===== config.mk =====
export PLATFORM = sky130hd
export DESIGN_NAME = mux2_stim_sequencer
export DESIGN_NICKNAME = d
export VERILOG_FILES = /design/src/rtl/mux2_stim_sequencer.sv
export SDC_FILE = /design/constraint.sdc
export NUM_CORES = 1
export LEC_CHECK = 0
export CAP_MARGIN = 25
export CELL_PAD_IN_SITES_DETAIL_PLACEMENT = 2
export CELL_PAD_IN_SITES_GLOBAL_PLACEMENT = 2
export CORE_MARGIN = 5
export CORE_UTILIZATION = 29
export DETAILED_ROUTE_END_ITERATION = 16
export PLACE_DENSITY = 0.77
export SYNTH_ARGS = -nofsm -noshare
export SYNTH_HDL_FRONTEND = slang
export SYNTH_SLANG_ARGS = --single-unit

===== constraint.sdc =====
create_clock -name clk -period 2.6 [get_ports clk]
set_clock_uncertainty 0.05 [all_clocks]
set_input_delay 0.39 -clock clk [delete_from_list [all_inputs] [get_ports clk]]
set_output_delay 0.39 -clock clk [all_outputs]
set_load 0.03 [all_outputs]

===== src/rtl/mux2_stim_sequencer.sv =====
// Clocked, restartable a/b/c stimulus source for Logic_mux2 that counts how many iterations returned y=1.
// Optional feature: define MUX2_STIM_LFSR_EN to replace the alternating pattern with an 8-bit LFSR sequence.
module mux2_stim_sequencer #(
    parameter int         ITERATIONS  = 10,
    parameter int         HOLD_CYCLES = 1,
    parameter logic [7:0] SEED        = 8'hA5
) (
    input  logic                               clk,
    input  logic                               rst,
    input  logic                               start,
    input  logic                               y_in,
    output logic                               a,
    output logic                               b,
    output logic                               c,
    output logic                               busy,
    output logic                               done,
    output logic [$clog2(ITERATIONS+1)-1:0]    iter_cnt,
    output logic [$clog2(ITERATIONS+1)-1:0]    y_ones
);

    localparam int CW = $clog2(ITERATIONS + 1);
    localparam int HW = (HOLD_CYCLES > 1) ? $clog2(HOLD_CYCLES) : 1;
    localparam logic [CW-1:0] ITER_LAST = CW'(ITERATIONS);
    localparam logic [HW-1:0] HOLD_LAST = HW'(HOLD_CYCLES - 1);

    typedef enum logic [1:0] {
        ST_IDLE,
        ST_DRIVE,
        ST_DONE
    } state_t;

    state_t        state;
    state_t        state_next;
    logic [HW-1:0] hold_cnt;
    logic [HW-1:0] hold_next;
    logic [CW-1:0] iter_next;
    logic [CW-1:0] ones_next;
    logic          a_next;
    logic          b_next;
    logic          c_next;
    logic          busy_next;
    logic          done_next;
    logic          last_hold;
    logic          last_iter;
    logic          load_run;
    logic          advance;
    logic [2:0]    first_pat;
    logic [2:0]    step_pat;

    assign last_hold = (hold_cnt == HOLD_LAST);
    assign last_iter = (iter_cnt == ITER_LAST);
    assign load_run  = (state != ST_DRIVE) && start;
    assign advance   = (state == ST_DRIVE) && last_hold && !last_iter;

`ifdef MUX2_STIM_LFSR_EN
    logic [7:0] lfsr;
    logic [7:0] lfsr_next;
    logic [7:0] lfsr_step;
    logic [7:0] seed_load;

    // An all-zero seed would lock the LFSR, so it is replaced by 1.
    assign seed_load = (SEED == 8'h00) ? 8'h01 : SEED;
    assign lfsr_step = {lfsr[6:0], lfsr[7] ^ lfsr[5] ^ lfsr[4] ^ lfsr[3]};
    assign first_pat = seed_load[2:0];
    assign step_pat  = lfsr_step[2:0];

    always_comb begin
        lfsr_next = lfsr;
        if (load_run) begin
            lfsr_next = seed_load;
        end else if (advance) begin
            lfsr_next = lfsr_step;
        end
    end

    always_ff @(posedge clk) begin
        if (rst) begin
            lfsr <= 8'h01;
        end else begin
            lfsr <= lfsr_next;
        end
    end
`else
    logic seed_unused;

    // The upcoming iteration is even exactly when the current one is odd.
    assign first_pat   = 3'b100;
    assign step_pat    = iter_cnt[0] ? 3'b011 : 3'b100;
    assign seed_unused = ^SEED;
`endif

    always_comb begin
        state_next = state;
        case (state)
            ST_IDLE, ST_DONE: begin
                if (start) begin
                    state_next = ST_DRIVE;
                end
            end
            ST_DRIVE: begin
                if (last_hold && last_iter) begin
                    state_next = ST_DONE;
                end
            end
            default: state_next = ST_IDLE;
        endcase
    end

    // Next values of the registered outputs; y_in is sampled only on the final hold cycle.
    always_comb begin
        hold_next = hold_cnt;
        iter_next = iter_cnt;
        ones_next = y_ones;
        a_next    = a;
        b_next    = b;
        c_next    = c;
        busy_next = busy;
        done_next = done;
        case (state)
            ST_IDLE, ST_DONE: begin
                if (start) begin
                    hold_next              = '0;
                    iter_next              = CW'(1);
                    ones_next              = '0;
                    {a_next, b_next, c_next} = first_pat;
                    busy_next              = 1'b1;
                    done_next              = 1'b0;
                end
            end
            ST_DRIVE: begin
                if (last_hold) begin
                    ones_next = y_ones + CW'(y_in);
                    if (last_iter) begin
                        {a_next, b_next, c_next} = 3'b000;
                        busy_next                = 1'b0;
                        done_next                = 1'b1;
                    end else begin
                        hold_next                = '0;
                        iter_next                = iter_cnt + CW'(1);
                        {a_next, b_next, c_next} = step_pat;
                    end
                end else begin
                    hold_next = hold_cnt + HW'(1);
                end
            end
            default: begin
                busy_next = 1'b0;
                done_next = 1'b0;
            end
        endcase
    end

    always_ff @(posedge clk) begin
        if (rst) begin
            state    <= ST_IDLE;
            hold_cnt <= '0;
            iter_cnt <= '0;
            y_ones   <= '0;
            a        <= 1'b0;
            b        <= 1'b0;
            c        <= 1'b0;
            busy     <= 1'b0;
            done     <= 1'b0;
        end else begin
            state    <= state_next;
            hold_cnt <= hold_next;
            iter_cnt <= iter_next;
            y_ones   <= ones_next;
            a        <= a_next;
            b        <= b_next;
            c        <= c_next;
            busy     <= busy_next;
            done     <= done_next;
        end
    end

endmodule


==> reports/metrics.cfg <==
[run_status]
status=complete, no violations

[pwr]
pwr_density_cell_nw_per_um2=528
peakVddDrop_mv=0.270
sw_frac_of_total_pct=28.7
switching_power_mw=0.123
combPwrFrac_pct=17.2
internal_power_mw=0.307
pwr-share-seq_pct=46.9
clkPwrFrac_pct=35.9
finalPower_mw=0.430
power.leakage_nw=0.303

[clocking]
cts.sinks=12
post_cts_resize_count=0
ctsRootBufferMaster=clkbuf_4
clk_pin_slew_ns=0.09
post_cts_buffers=0
cts_tree=built
cts.htree.levels=1
clockBufferDepth=2
cts_buffers=3
clk-insertion-delay-late_ns=0.29
hold_buffers=0

[yosys]
async_flop_share_pct=0
synth_top_area_share_pct=38.6
synth_common_cells=dfxtp_1, nand3_1, a21oi_1
synth_nets=74
synth_area_leaders=dfxtp_1, ha_1, nand3_1, a21oi_1, buf_6
netlist_area_sq_um=623
ys.flop_type=dfxtp_1
yosys_warnings=0
synth.distinct_cells=31
synth_top_area_cell=dfxtp_1
avgSynthCellArea_sq_um=9.44
yosysMostFrequentCell=dfxtp_1
synth_edf_count=0
syn_inst=66
yosys_register_bits=12
ys_seq_area_share_pct=38.6

[worst_setup_path]
cp_slowest_cell=clkdlybuf4s50_1
crit_path_start=busy$_SDFFE_PP0P_
cp.required_ns=2.16
end_kind=primary output
crit_chain=clkdlybuf4s50_1
cp-start-kind=flip-flop
cp_data_arrival_time_ns=1.58
critPathBufInv=1
worst-setup-path-type=flip-flop to primary output
cp_top_family=buffers and inverters
rr_worst_depth=5
r2r-end=y_ones[1]$_SDFFE_PP0P_
ff2ff_setup_slack_ns=1.13
reg2reg_from=y_ones[0]$_SDFFE_PP0P_
path_max_fanout=10
slowest_delay_ns=0.75

[sta]
rsz0062_at_grt=no
finalHoldViolCount=0
min_period_over_period_pct=77.7
final.setup.tns_ns=0
report.final.slew_viol_count=0
setup_viol=0
relSlewSlack_pct=69.9
min_period_ns=2.02
clock.fmax_ghz=0.495
whs_ns=0.444
timing_worst_slew_pin_value_ns=0.450

[min_path]
hold_start=b$_SDFFE_PP0P_
hold_depth=2
hold_path_end=b$_SDFFE_PP0P_
hold_class=flip-flop to flip-flop

[global_routing]
grt_usage_pct=12.0
first_global_vias=585
grt_pass1_wl_um=2910
grt_max_degree=13
antenna_found_initial=0
overflow=0

[flow_run]
max-cap-violations=0

[detailed_routing]
avgRoutedWirePerCell_um=15.9
via_per_inst=5.01
vias=541
remaining_drc_errors=0
wirelength_um=1720
ant_nets=0
drt_pre_antenna_iters=1
first_iter_violations=0

[floorplanning]
die_area_sq_um=3180
core_sq_um=2000
die_h_um=56.4
initial_core_util_pct=31.1
num_rows=16
die_width_um=56.4
ios=17

[placement]
dpl.hpwl_um=1280
placed_area_sq_um=778
gp_congestion=0.712
numPortBuffers=16

[cells_and_area]
final_core_util_pct=40.7
drive_above_1_share_pct=8.64
antenna_cells=0
finalNetCount=90
area_delta_synth_final_pct=30.7
finalInstanceArea_sq_um=815

[logic make-up (layout without fill, tap and decap cells)]
group           count (synthesis)  after routing  share of synthesized area, %
compound gates                 12             12                          13.5
xor+xnor                        1              1                          1.41
fa+ha+maj                       4              4                          8.03
buf+inv                         7             22                          7.43
flops                          12             12                          38.6
mux                             2              2                          3.41
simple gates                   28             28                          27.7
[sequential cells by signal, summed over array words and instances (netlist names)]
register,cells
a,1
b,1
busy,1
iter_cnt,4
state,1
y_ones,4
[layout by cell type, fill, tap and decap left out]
cell type / count
a21oi_1: 6
a31oi_1: 1
and2b_4: 1
and3_1: 1
and3b_1: 1
clkbuf_4: 3
clkbuf_8: 1
clkdlybuf4s50_1: 16
dfxtp_1: 12
ha_1: 4
inv_1: 2
mux2_1: 1
mux2i_1: 1
nand2_1: 2
nand2b_1: 1
nand2b_4: 1
nand3_1: 7
nand3b_1: 3
nand4_1: 1
nor2_1: 2
nor2b_1: 1
nor3_1: 3
nor3b_1: 2
o2111ai_1: 1
o2111ai_2: 1
o211ai_1: 1
o31ai_1: 1
o41ai_1: 1
or3_1: 2
xor2_1: 1
[area by class of cell]
class,instances,area (sq um)
multi-input combinational,47,337
sequential,12,240
fill,228,1190
clock buffer,4,36.3
inverter,2,7.51
timing repair buffer,16,160
tap,27,33.8
[per-layer routing]
layer,global-route usage [%],vias to the layer above,part of all wire [%]
met1,13.9,258,46
met5,0,-,0
met4,4.07,0,1.3
li1,-,270,-
met2,20.4,9,49
met3,4.13,4,3.7
[worst max-delay path by stage]
| stage | depth (start not counted) | slack, ns | end |
|---|---|---|---|
| 2_1_floorplan | 5 | 1.02 | y_ones[1]$_SDFFE_PP0P_ |
| 3_3_place_gp | 6 | 0.67 | y_ones[1]$_SDFFE_PP0P_ |
| 3_5_place_dp | 6 | 0.64 | y_ones[1]$_SDFFE_PP0P_ |
| 4_1_cts | 1 | 0.55 | busy |
| 5_1_grt | 1 | 0.49 | busy |
| 6_report | 1 | 0.58 | busy |
[power by group through the flow]
stage / Clock, mW / Combinational (mW) / Sequential (mW)
detailed placement: 0 / 0.0745 / 0.206
CTS: 0.162 / 0.0750 / 0.202
finish: 0.154 / 0.0741 / 0.202
floorplan: 0 / 0.0388 / 0.217
global placement: 0 / 0.0737 / 0.206
global route: 0.172 / 0.0804 / 0.204
[stage by stage]
step,worst slack [ns],cells
after CTS,0.555,108
after global routing,0.494,108
final,0.580,108
after floorplan,1.02,66
after global placement,0.672,104
after detailed placement,0.642,104
No activity file was read; power rests on OpenSTA's default activity.
